--- src/rtl/sound_seq.sv ---
// Sound sequencer: plays a short table-driven melody of square-wave notes per trigger code.
// Each note is NOTE_CYC cycles of tone followed by GAP_CYC cycles of silence.
module sound_seq #(
    parameter int unsigned CLK_HZ   = 100000000,
    parameter int unsigned NOTE_CYC = 10000000,
    parameter int unsigned GAP_CYC  = 1000000
) (
    input  logic       clk,
    input  logic       rstn,
    input  logic [2:0] sound_code,
    input  logic       play_sound,
    input  logic       mute,
    output logic       pwm,
    output logic       busy,
    output logic       done
);

    localparam int unsigned CW = 32;

    // Tone half-periods in clk cycles, fixed at elaboration.
    localparam logic [CW-1:0] HP_220  = CW'(CLK_HZ / (2 * 32'd220));
    localparam logic [CW-1:0] HP_262  = CW'(CLK_HZ / (2 * 32'd262));
    localparam logic [CW-1:0] HP_330  = CW'(CLK_HZ / (2 * 32'd330));
    localparam logic [CW-1:0] HP_392  = CW'(CLK_HZ / (2 * 32'd392));
    localparam logic [CW-1:0] HP_440  = CW'(CLK_HZ / (2 * 32'd440));
    localparam logic [CW-1:0] HP_523  = CW'(CLK_HZ / (2 * 32'd523));
    localparam logic [CW-1:0] HP_659  = CW'(CLK_HZ / (2 * 32'd659));
    localparam logic [CW-1:0] HP_784  = CW'(CLK_HZ / (2 * 32'd784));
    localparam logic [CW-1:0] HP_880  = CW'(CLK_HZ / (2 * 32'd880));
    localparam logic [CW-1:0] HP_1047 = CW'(CLK_HZ / (2 * 32'd1047));

    localparam logic [CW-1:0] NOTE_LAST = CW'(NOTE_CYC - 1);
    localparam logic [CW-1:0] GAP_LAST  = CW'(GAP_CYC - 1);

    typedef enum logic [1:0] {
        ST_IDLE = 2'd0,
        ST_NOTE = 2'd1,
        ST_GAP  = 2'd2
    } state_e;

    // Half-period of note idx within the melody for code.
    function automatic logic [CW-1:0] note_hp(input logic [2:0] code, input logic [1:0] idx);
        logic [CW-1:0] hp;
        hp = HP_440;
        case (code)
            3'd1: hp = HP_440;
            3'd2: hp = (idx == 2'd0) ? HP_523 : HP_392;
            3'd3: hp = HP_880;
            3'd4: hp = HP_220;
            3'd5: begin
                case (idx)
                    2'd0:    hp = HP_523;
                    2'd1:    hp = HP_659;
                    2'd2:    hp = HP_784;
                    default: hp = HP_1047;
                endcase
            end
            3'd6: begin
                case (idx)
                    2'd0:    hp = HP_392;
                    2'd1:    hp = HP_330;
                    default: hp = HP_262;
                endcase
            end
            default: hp = HP_440;
        endcase
        return hp;
    endfunction

    // Index of the final note of the melody for code.
    function automatic logic [1:0] last_idx(input logic [2:0] code);
        logic [1:0] li;
        case (code)
            3'd2:    li = 2'd1;
            3'd3:    li = 2'd1;
            3'd5:    li = 2'd3;
            3'd6:    li = 2'd2;
            default: li = 2'd0;
        endcase
        return li;
    endfunction

    state_e        state_q, state_d;
    logic [2:0]    code_q,  code_d;
    logic [1:0]    idx_q,   idx_d;
    logic [CW-1:0] dur_q,   dur_d;
    logic [CW-1:0] half_q,  half_d;
    logic          tone_q,  tone_d;
    logic          pwm_q,   pwm_d;
    logic          busy_q,  busy_d;
    logic          done_q,  done_d;

    logic          trig_c;
    logic [CW-1:0] hp_last_c;
    logic          is_last_c;

    assign trig_c    = play_sound && (sound_code != 3'd0) && (sound_code != 3'd7);
    assign hp_last_c = note_hp(code_q, idx_q) - CW'(1);
    assign is_last_c = (idx_q == last_idx(code_q));

    always_ff @(posedge clk or negedge rstn) begin
        if (!rstn) begin
            state_q <= ST_IDLE;
            code_q  <= 3'd0;
            idx_q   <= 2'd0;
            dur_q   <= '0;
            half_q  <= '0;
            tone_q  <= 1'b0;
            pwm_q   <= 1'b0;
            busy_q  <= 1'b0;
            done_q  <= 1'b0;
        end else begin
            state_q <= state_d;
            code_q  <= code_d;
            idx_q   <= idx_d;
            dur_q   <= dur_d;
            half_q  <= half_d;
            tone_q  <= tone_d;
            pwm_q   <= pwm_d;
            busy_q  <= busy_d;
            done_q  <= done_d;
        end
    end

    // A valid trigger wins over everything, including the final gap edge.
    always_comb begin
        state_d = state_q;
        code_d  = code_q;
        idx_d   = idx_q;
        dur_d   = dur_q;
        half_d  = half_q;
        tone_d  = tone_q;
        done_d  = 1'b0;

        if (trig_c) begin
            state_d = ST_NOTE;
            code_d  = sound_code;
            idx_d   = 2'd0;
            dur_d   = '0;
            half_d  = '0;
            tone_d  = 1'b0;
        end else begin
            case (state_q)
                ST_IDLE: begin
                    dur_d  = '0;
                    half_d = '0;
                    tone_d = 1'b0;
                end
                ST_NOTE: begin
                    if (dur_q == NOTE_LAST) begin
                        state_d = ST_GAP;
                        dur_d   = '0;
                        half_d  = '0;
                        tone_d  = 1'b0;
                    end else begin
                        dur_d = dur_q + CW'(1);
                        if (half_q == hp_last_c) begin
                            half_d = '0;
                            tone_d = ~tone_q;
                        end else begin
                            half_d = half_q + CW'(1);
                        end
                    end
                end
                ST_GAP: begin
                    tone_d = 1'b0;
                    half_d = '0;
                    if (dur_q == GAP_LAST) begin
                        dur_d = '0;
                        if (is_last_c) begin
                            state_d = ST_IDLE;
                            done_d  = 1'b1;
                        end else begin
                            state_d = ST_NOTE;
                            idx_d   = idx_q + 2'd1;
                        end
                    end else begin
                        dur_d = dur_q + CW'(1);
                    end
                end
                default: begin
                    state_d = ST_IDLE;
                    dur_d   = '0;
                    half_d  = '0;
                    tone_d  = 1'b0;
                end
            endcase
        end
    end

    // Mute only gates the output; the tone generator keeps running underneath.
    always_comb begin
        pwm_d  = tone_d && !mute;
        busy_d = (state_d != ST_IDLE);
    end

    assign pwm  = pwm_q;
    assign busy = busy_q;
    assign done = done_q;

endmodule

--- config.mk ---
export PLATFORM = sky130hd
export DESIGN_NAME = sound_seq
export DESIGN_NICKNAME = d
export VERILOG_FILES = /design/src/rtl/sound_seq.sv
export SDC_FILE = /design/constraint.sdc
export NUM_CORES = 1
export LEC_CHECK = 0
export BUFFER_PORTS_ARGS = -buffer_cell sky130_fd_sc_hd__buf_2
export CAP_MARGIN = 20
export CORE_MARGIN = 2
export CORE_UTILIZATION = 50
export CTS_CLUSTER_DIAMETER = 120
export DETAILED_ROUTE_END_ITERATION = 12
export GPL_TIMING_DRIVEN = 0
export PLACE_DENSITY = 0.66
export SETUP_SLACK_MARGIN = 0.02
export SLEW_MARGIN = 20
export SYNTH_ARGS = -nofsm -noshare
export SYNTH_HDL_FRONTEND = slang
export SYNTH_SLANG_ARGS = --single-unit
--- constraint.sdc ---
create_clock -name clk -period 5.55 [get_ports clk]
set_clock_uncertainty 0.2 [all_clocks]
set_input_delay 0.2775 -clock clk [delete_from_list [all_inputs] [get_ports clk]]
set_output_delay 0.2775 -clock clk [all_outputs]
set_load 0.01 [all_outputs]
; Yosys cells after proc, flatten, opt, wreduce, memory -nomap -nowiden
; Cells that the tools add are included.
[op_classes]
magnitude_cmp = 0
add_sub_neg = 4
n_div = 0
reduce_logical = 12
n_bitwise = 1
n_eq_ne = 15
multipliers = 0
shift = 0
muxes = 30
[op_table]
columns = cell, n
row1 = 2-to-1 mux 32 bit, 7
row2 = case mux 18 bit (5 select lines), 1
row3 = adder 32 x 1 -> 32 bit (second input constant), 2
row4 = case mux 32 bit (2 select lines), 1
row5 = case mux 17 bit (3 select lines), 1
row6 = case mux 18 bit (2 select lines), 1
row7 = equality test 32 x 20 -> 1 bit (second input constant), 1
row8 = equality test 32 x 24 -> 1 bit (second input constant), 1
row9 = equality test 32 bit, 1
row10 = subtractor 32 x 1 -> 32 bit (second input constant), 1
row11 = 2-to-1 mux 16 bit, 1
row12 = 2-to-1 mux 2 bit, 7
row13 = case mux 2 bit (3 select lines), 2
row14 = equality test 3 bit (second input constant), 3
row15 = 2-to-1 mux 1 bit, 9
row16 = equality test 3 x 2 -> 1 bit (second input constant), 2
row17 = nonzero test 2 bit, 3
row18 = equality test 2 x 1 -> 1 bit (second input constant), 2
row19 = equality test 2 bit (second input constant), 2
row20 = logical NOT 2 bit, 2
row21 = logical AND 1 bit, 3
row22 = != test 3 bit (second input constant), 1
row23 = AND reduction 3 bit, 1
row24 = nonzero test 3 bit, 1
row25 = 6 further kinds, 6
[totals]
latch_bits = 0
regBits = 75
ram_bits = 0
input_bits = 7
word_cells = 71
rom_bits = 0
mem_count = 0

; Depth between registers and ports, before layout
; Gate-level depths: netlist of run 1.
[depth]
ltp_word = 10
depth_mapped = 15
depth_no_buf = 13

; Worst setup path before layout of run 1
; No wires, ideal clock.
[synth_timing]
kind = register to register
startpoint = register idx_q[1]
endpoint = register pwm_q (netlist: pwm)
stages_incl_launch_ff = 14
slack_ns = 2.104
t_arrival_ns = 3.152
required_time_ns = 5.256
n_path_buf = 1
cell_sequence = dfrtp_1 -> inv_1 -> ha_1 -> buf_2 -> nor2_1 -> a21oi_1 -> ha_1 -> xor2_1 -> nand3_1 -> a2111oi_0 -> nand4_1 -> or4_4 -> or3_1 -> a211oi_1
[synth_between]
elab_chain_len = 10
elab_cells_between_ends = 14
[synth_rtl]
columns = item, line_no
row1 = from (decl), 85  ; logic [1:0] idx_q, idx_d;
row2 = from (signal assigned), 115  ; idx_q <= idx_d;
row3 = "equality test 2 bit, or another cell as far along", 51  ; case (idx)
row4 = "case mux 17 bit (3 select lines), or another cell as far along", 51
row5 = case mux 18 bit (5 select lines) *, 45  ; case (code)
row6 = subtractor 32 x 1 -> 32 bit *, 98  ; assign hp_last_c = note_hp(code_q, idx_q) - CW'(1);
row7 = equality test 32 bit *, 157  ; if (half_q == hp_last_c) begin
row8 = 2-to-1 mux 1 bit *, 157
row9 = 2-to-1 mux 1 bit *, 150  ; if (dur_q == NOTE_LAST) begin
row10 = 2-to-1 mux 1 bit *, 143  ; case (state_q)
row11 = 2-to-1 mux 1 bit *, 135  ; if (trig_c) begin
row12 = logical AND 1 bit *, 193  ; pwm_d = tone_d && !mute;
row13 = named net pwm_d, 89  ; logic pwm_q, pwm_d;
row14 = to (signal assigned), 119  ; pwm_q <= pwm_d;
row15 = to (decl), 89
; The timed path passes the listed nets; every way through them passes the cells marked *.
; A chain may end at the register's enable or synchronous reset.

; Final worst setup path of run 1
[layout_timing]
startpoint = register idx_q[0]
endpoint = register pwm_q (netlist: pwm)
; The elaborated chain is that of the path after synthesis.

==> results of run 1 <==
-- power groups by stage --
stage               registers (mW)  clock network (mW)  logic (mW)
floorplan                    0.613                   0       0.373
global placement             0.619                   0       0.487
detailed placement           0.620                   0       0.500
CTS                          0.610               0.473       0.505
global route                 0.617               0.498       0.565
finish                       0.610               0.465       0.507
-- sequential cells by signal, summed over array words and instances, names as in the netlist --
signal,cells
pwm,1
idx_q,2
state_q,2
done,1
tone_q,1
code_q,3
half_q,32
dur_q,32
busy,1
-- worst max-delay path: stages, from the launching register on --
cell	delay, ns
dfrtp_1	0.45
inv_1	0.18
ha_1	0.35
buf_2	0.28
nor2_1	0.07
a21oi_1	0.22
ha_1	0.31
xor2_1	0.14
nand3_1	0.10
a2111oi_0	0.39
nand4_1	0.16
or4_4	0.47
or3_1	0.35
a211oi_1	0.31
-- through the flow --
step	util, %	cell area [um^2]
floorplan	-	4780
detailed placement	54.2	5010
global route	57.0	5270
finish	57.0	5270
global placement	54.0	4990
CTS	57.0	5270
-- worst max-delay path by stage --
| stage | startpoint | end | slack (ns) | depth (start not counted) |
|---|---|---|---|---|
| 6_report | idx_q[0] | pwm | 1.46 | 13 |
| 5_1_grt | idx_q[1] | half_q[6] | 1.19 | 14 |
| 4_1_cts | idx_q[0] | pwm | 1.41 | 13 |
| 3_5_place_dp | idx_q[0] | pwm | 1.47 | 13 |
| 3_3_place_gp | idx_q[0] | pwm | 1.54 | 13 |
| 2_1_floorplan | idx_q[1] | pwm | 2.10 | 13 |
-- cells in the mapped netlist, types with 2 or more instances --
library cell	count	share of area, %
nor2_1	102	8.0
dfrtp_1	75	39
xnor2_1	41	7.5
nand3_1	37	3.9
xor2_1	36	6.6
nand2_1	28	2.2
inv_1	17	1.3
a21oi_1	16	1.7
nand4_1	16	2.1
and3_1	15	2.0
nor3_1	15	1.6
ha_1	13	3.4
nand2b_1	13	1.7
o21ai_0	13	1.4
buf_2	12	1.3
nor4_1	9	1.2
clkbuf_1	7	0.55
nor2b_1	7	0.92
a211oi_1	6	0.94
o21a_1	5	0.78
and4_1	4	0.73
or2_2	4	0.52
or3_1	4	0.52
and3b_1	3	0.55
a21o_1	2	0.31
a221o_1	2	0.42
a31oi_1	2	0.26
and2_1	2	0.26
buf_4	2	0.31
nand3b_1	2	0.31
nand4bb_1	2	0.47
nor4b_1	2	0.37
o21ai_1	2	0.21
o221a_2	2	0.47
o22ai_1	2	0.26
o2bb2ai_1	2	0.37
o31ai_1	2	0.31
-- routing by layer --
metal	vias to the layer above	global-route usage, %	wire [um]
li1	1951	-	-
met1	1908	31.6	5130
met2	97	35.1	4990
met3	17	3.42	459
met4	0	6.77	181
met5	-	0	0
-- final cells by class --
type,instances,area (um^2)
inverter,18,67.6
buffer,24,121
clock inverter,5,77.6
clock buffer,10,138
multi-input combinational,434,2720
fill,857,3970
sequential,75,1880
timing repair buffer,14,108
tap,129,161
-- repair_timing --
action / 4_1_cts / 5_1_grt
hold buffers: 4 / 0
gates resized for setup: 0 / 0
hold endpoints to repair: 35 / 0
-- cells by family after synthesis --
kind of cell | after synthesis
and+or+nand+nor | 275
xor gates and xnor gates | 77
DFF | 75
AOI/OAI and AO/OA | 68
buffers and inverters | 42
adders and majority gates | 13
muxes | 1
==> summary.txt, run 1 <==
STA
  – Min cycle time layout: 4.09 ns
  – Slew headroom: between 60 and 70%
  – Post-route setup slack: 1.46 ns
  – Slew Viols, Final: 0
  – Max frequency: approximately 240 MHz
  – RSZ-0062 raised after global routing: no
  – Slew @ Worst Pin: roughly 0.56 ns
  – Hold WS: 0.0602 ns
  – Final setup fails: 0
  – Fin crit share: between 70% and 80%
  – Setup TNS: 0 ns
  – Final Hold Fails: 0

Clocking
  – Clock tree root driver cell: clkbuf_8
  – Clock tree from TritonCTS: yes
  – Reg clk slew, reported paths: ~0.080 ns
  – Max clock buf depth: 2
  – Worst skew pair latency: 0.35 ns
  – Clock net sink count: 75
  – CTS Buf Count: 9
  – CTS HTree Levels: 3
  – Post-CTS setup buffer count: 0

Route
  – Routed vias: a little under 4,000
  – Final WL: around 11,000 um
  – DRC viols: 0
  – Via density: about 5.6
  – Antenna viol nets, final: 0
  – TritonRoute pass-1 iters: 5
  – Initial detailed-routing violation count: between 300 and 400
  – Wire per inst: 15.2 um

GRT
  – Grt ovf: 0
  – Initial antenna violation count: 0
  – Total GRT Usage: between 20 and 25%
  – Largest net degree at the start of global routing: 44
  – First-pass GRT wire length: approximately 18,000 um
  – Vias in the first global route: ~3,800

Pwr
  – VDD IR max: roughly 0.12 mV
  – Power share of the clock group: ~29%
  – Sw frac: 35.1%
  – Total power draw: between 1.5 and 2 mW
  – Comb pwr share: roughly a third
  – Lkg Pwr: 2.17 nW
  – Reg power frac: about two fifths
  – Pint: roughly 1.0 mW
  – Net switching power: about 0.56 mW
  – Power Density: 300 nW/um^2

Layout
  – Final net count: about 600
  – # diodes: 0
  – Layout cells sized above 1: under 10%
  – Commonest non-fill, non-tap cells in the layout: nor2_1 (102), dfrtp_1 (75), xnor2_1 (41)
  – Commonest non-fill, non-tap cell in the layout: nor2_1
  – Final std cells w/o fill: ~710
  – Synth-to-layout area growth: 10.1%

Worst setup path
  – Worst reg2reg path depth: 13
  – Setup crit end kind: flip-flop
  – Crit path DAT: a little over 4 ns
  – R2R Setup Slk: 1.46 ns
  – Worst Path Max Fanout: 10
  – Worst r2r src: idx_q[0]
  – RR Endpoint: pwm
  – Critical path startpoint category: flip-flop
  – Required time of the critical path: approximately 5.6 ns
  – WS Path Type: flip-flop to flip-flop

Floorplan
  – Starting Density: 51.8%
  – Die ar.: ~10,000 um^2
  – Rows: 35
  – Die Ht: 102 um
  – # IOs: 10
  – Placeable Area: roughly 9200 um^2
  – Die X: 102 um

Synthesis
  – Mapped Avg Cell Area: 8.68 um^2
  – Xor/xnor share of the synthesized area: between 10 and 15%
  – Count of cell types in the netlist: 64
  – Largest family of logic cells by synthesized area: simple AND/OR/NAND/NOR gates
  – Synth Area in Adders: 3.40%
  – Compound-Gate Fraction of Synth Area: roughly a tenth
  – Yosys warns: 0
  – Post-synthesis simple-gate area fraction: between 20% and 30%
  – Main synth FF type: dfrtp_1
  – Synthesized flop and latch total: 75
  – Seq/Total Area, Yosys: between 30% and 40%
  – Post-synth ARST share: 100%
  – Cell Area, Synth: between 4000 and 5000 um^2
  – Syn Inst Count: roughly 550
  – Post-Syn Nets: ~570
  – Post-synthesis mux area share: 0.209%
  – EDFF count, synth: 0

Place
  – IO buf count: 9
  – Post-Place Cells: just under 700
  – Gpl congestion: around 0.94
  – Final HPWL DP: between 7000 and 8000 um
  – Post-Place Setup Slack: between 1 and 1.5 ns

Min path
  – Tightest Hold Check Type: input port to flip-flop
  – Hold Path Depth: 3
  – Hold Path End: code_q[2]
  – Hold_sp: sound_code[2]

Run
  – Max Cap Violations: 0

Outcome
  – Status: finished clean
Note: power is estimated with default switching activity, not from simulation.
==> run 2: changes to the inputs <==
==> constraint.sdc (replaced) <==
create_clock -name clk -period 3.8 [get_ports clk]
set_clock_uncertainty 0.2 [all_clocks]
set_input_delay 0.19 -clock clk [delete_from_list [all_inputs] [get_ports clk]]
set_output_delay 0.19 -clock clk [all_outputs]
set_load 0.01 [all_outputs]
==> run 2 against run 1 <==
Global-route usage increased by 0.058 points; via count about the same; combinational power increased by 61%; routed wire length increased by 1.2%; highest routed layer unchanged; utilization increased by 1.4 points; worst setup slack got worse by 1.3 ns; largest power group unchanged; non-clock buffer count increased by 8; first-iteration DRC count decreased by 4.4%.
==> summary.txt, run 2 (synthesized netlist as in run 1, its figures left out) <==
STA
  – Final Hold Fails: 0 (unchanged)
  – Hold WS: 0.0743 ns (was 0.0602 ns)
  – Setup TNS: 0 ns (unchanged)
  – Max frequency: 276 MHz (was 244 MHz)
  – Slew Viols, Final: 0 (unchanged)
  – Slew headroom: 61.8% (was 62.1%)
  – RSZ-0062 raised after global routing: no (unchanged)
  – Fin crit share: 95.2% (was 73.8%)
  – Slew @ Worst Pin: 0.566 ns (was 0.564 ns)
  – Min cycle time layout: 3.62 ns (was 4.09 ns)
  – Final setup fails: 0 (unchanged)

Layout
  – Commonest non-fill, non-tap cells in the layout: nor2_1 (102), dfrtp_1 (73), xnor2_1 (41) (was nor2_1 (102), dfrtp_1 (75), xnor2_1 (41))
  – Synth-to-layout area growth: 12.8% (was 10.1%)
  – # diodes: 0 (unchanged)
  – Final std cells w/o fill: 717 (was 709)
  – Filler cells: 840 (was 857)
  – Utilization after layout: 58.4% (was 57.0%)
  – Commonest non-fill, non-tap cell in the layout: nor2_1 (unchanged)
  – Final net count: 604 (was 596)
  – Largest registers: dur_q x32, half_q x32, code_q x3 (unchanged)
  – Layout cells sized above 1: 11.7% (was 9.66%)

Worst setup path
  – Worst Path Max Fanout: 10 (unchanged)
  – Origin of the worst setup path: code_q[1] (was idx_q[0])
  – Required time of the critical path: 3.86 ns (was 5.59 ns)
  – Critical path startpoint category: flip-flop (unchanged)
  – Worst reg2reg path depth: 13 (unchanged)
  – RR Endpoint: pwm (unchanged)
  – Setup crit end kind: flip-flop (unchanged)
  – WS Path Type: flip-flop to flip-flop (unchanged)
  – Worst r2r src: code_q[1] (was idx_q[0])
  – R2R Setup Slk: 0.18 ns (was 1.46 ns)
  – Crit path capture: pwm (unchanged)
  – Crit path DAT: 3.68 ns (was 4.13 ns)

Place
  – Gpl congestion: 0.940 (unchanged)
  – Final HPWL DP: 7780 um (unchanged)
  – Post-Place Cells: 690 (unchanged)
  – IO buf count: 9 (unchanged)

Route
  – Wire per inst: 15.2 um (about the same)
  – Routed vias: 3,972 (was 3,973)
  – Initial detailed-routing violation count: 349 (was 365)
  – Via density: 5.54 (was 5.60)
  – DRC viols: 0 (unchanged)
  – Antenna viol nets, final: 0 (unchanged)
  – TritonRoute pass-1 iters: 5 (unchanged)
  – Final WL: 10,900 um (was 10,800 um)

Floorplan
  – Starting Density: 51.8% (unchanged)
  – # IOs: 10 (unchanged)
  – Rows: 35 (unchanged)
  – Die Ht: 102 um (unchanged)
  – Placeable Area: 9240 um^2 (unchanged)
  – Die X: 102 um (unchanged)
  – Die ar.: 10,400 um^2 (unchanged)

Clocking
  – Worst skew pair latency: 0.35 ns (about the same)
  – Reg clk slew, reported paths: 0.08 ns (about the same)
  – CTS Buf Count: 9 (unchanged)
  – Clock tree from TritonCTS: yes (unchanged)
  – CTS HTree Levels: 3 (unchanged)
  – Max clock buf depth: 2 (unchanged)
  – Clock tree root driver cell: clkbuf_8 (unchanged)
  – Clock net sink count: 75 (unchanged)

Pwr
  – Sw frac: 34.9% (was 35.1%)
  – VDD IR max: 0.184 mV (was 0.123 mV)
  – Power share of the clock group: 28.4% (was 29.4%)
  – Power Density: 442 nW/um^2 (was 300 nW/um^2)
  – Comb pwr share: 34.2% (was 32.1%)
  – Net switching power: 0.834 mW (was 0.555 mW)
  – Pint: 1.55 mW (was 1.03 mW)
  – Lkg Pwr: 2.21 nW (was 2.17 nW)
  – Total power draw: 2.39 mW (was 1.58 mW)
  – Reg power frac: 37.5% (was 38.5%)

GRT
  – Total GRT Usage: 22.2% (about the same)
  – Grt ovf: 0 (unchanged)
  – Largest net degree at the start of global routing: 44 (unchanged)
  – First-pass GRT wire length: 18,400 um (about the same)
  – Initial antenna violation count: 0 (unchanged)
  – Vias in the first global route: 3,835 (was 3,838)

Outcome
  – Status: finished clean (unchanged)

Min path
  – Tightest Hold Check Type: input port to flip-flop (unchanged)

Run
  – Max Cap Violations: 0 (unchanged)
-- run 2: changes by cell type in the layout (fill, tap and decap cells not counted), moves of 2 or more --
cell           previous run  this run
dlygate4sd3_1             4         7
clkbuf_4                  0         2
buf_4                     3        12
buf_2                    20        15
dfrtp_2                   0         2
dfrtp_1                  75        73
-- run 2: how the worst min path moves through the flow --
stage / startpoint / to / slack, ns / cells after the start
after floorplan: rstn / busy / -0.31 / 0
after global placement: mute / pwm / 0.19 / 2
after detailed placement: rstn / dur_q[26] / -0.04 / 1
after CTS: play_sound / state_q[1] / 0.07 / 3
after global routing: play_sound / state_q[1] / 0.08 / 3
final: play_sound / state_q[1] / 0.07 / 3
-- run 2: worst max-delay path: stages (launching register included) --
cell and delay (ns):
dfrtp_1 0.43, buf_2 0.19, buf_4 0.18, clkbuf_4 0.20
nor3_2 0.18, a21oi_1 0.06, ha_1 0.31, xor2_1 0.15
nand3_1 0.12, a2111oi_2 0.24, nand4_1 0.15, or4_4 0.48
or3_1 0.36, a211oi_2 0.27
-- run 2: repair_timing --
item | in CTS | in global routing
hold buffers | 7 | 0
resized for setup | 12 | 8
pin swaps | 1 | 4
hold endpoints to repair | 79 | 0
cloned | 0 | 0
buffers inserted | 0 | 5
setup endpoints to repair | 34 | 34
-- run 2: cell type report --
type | count | area (um^2) | share of cell area (%)
multi-input cells | 434 | 2760 | 51.1
flip-flops and latches | 75 | 1880 | 34.8
repair buffers | 22 | 175 | 3.25
well taps | 129 | 161 | 2.99
clock buffers | 10 | 138 | 2.55
plain buffers | 24 | 136 | 2.53
clock inverters | 5 | 77.6 | 1.44
inverters | 18 | 70.1 | 1.30
-- run 2: power by group through the flow --
stage                     clock network, mW  logic (mW)  registers, mW
final                                 0.677       0.815          0.894
after global routing                  0.727       0.900          0.903
after CTS                             0.690       0.773          0.892
after detailed placement                  0       0.731          0.905
after global placement                    0       0.711          0.904
after floorplan                           0       0.545          0.895
-- run 2: metal layers --
| metal | GRT usage, % | vias to the layer above | wire, um |
|---|---|---|---|
| li1 | - | 1965 | - |
| met1 | 31.7 | 1905 | 5100 |
| met2 | 35.7 | 90 | 5150 |
| met3 | 3.21 | 12 | 515 |
| met4 | 5.95 | 0 | 125 |
| met5 | 0 | - | 0 |
-- run 2: stage by stage --
step / area (um^2) / setup slack [ns]
floorplan: 4780 / 0.354
global placement: 4990 / -0.210
detailed placement: 5010 / -0.281
CTS: 5340 / 0.0253
global route: 5400 / 0.0115
finish: 5400 / 0.181
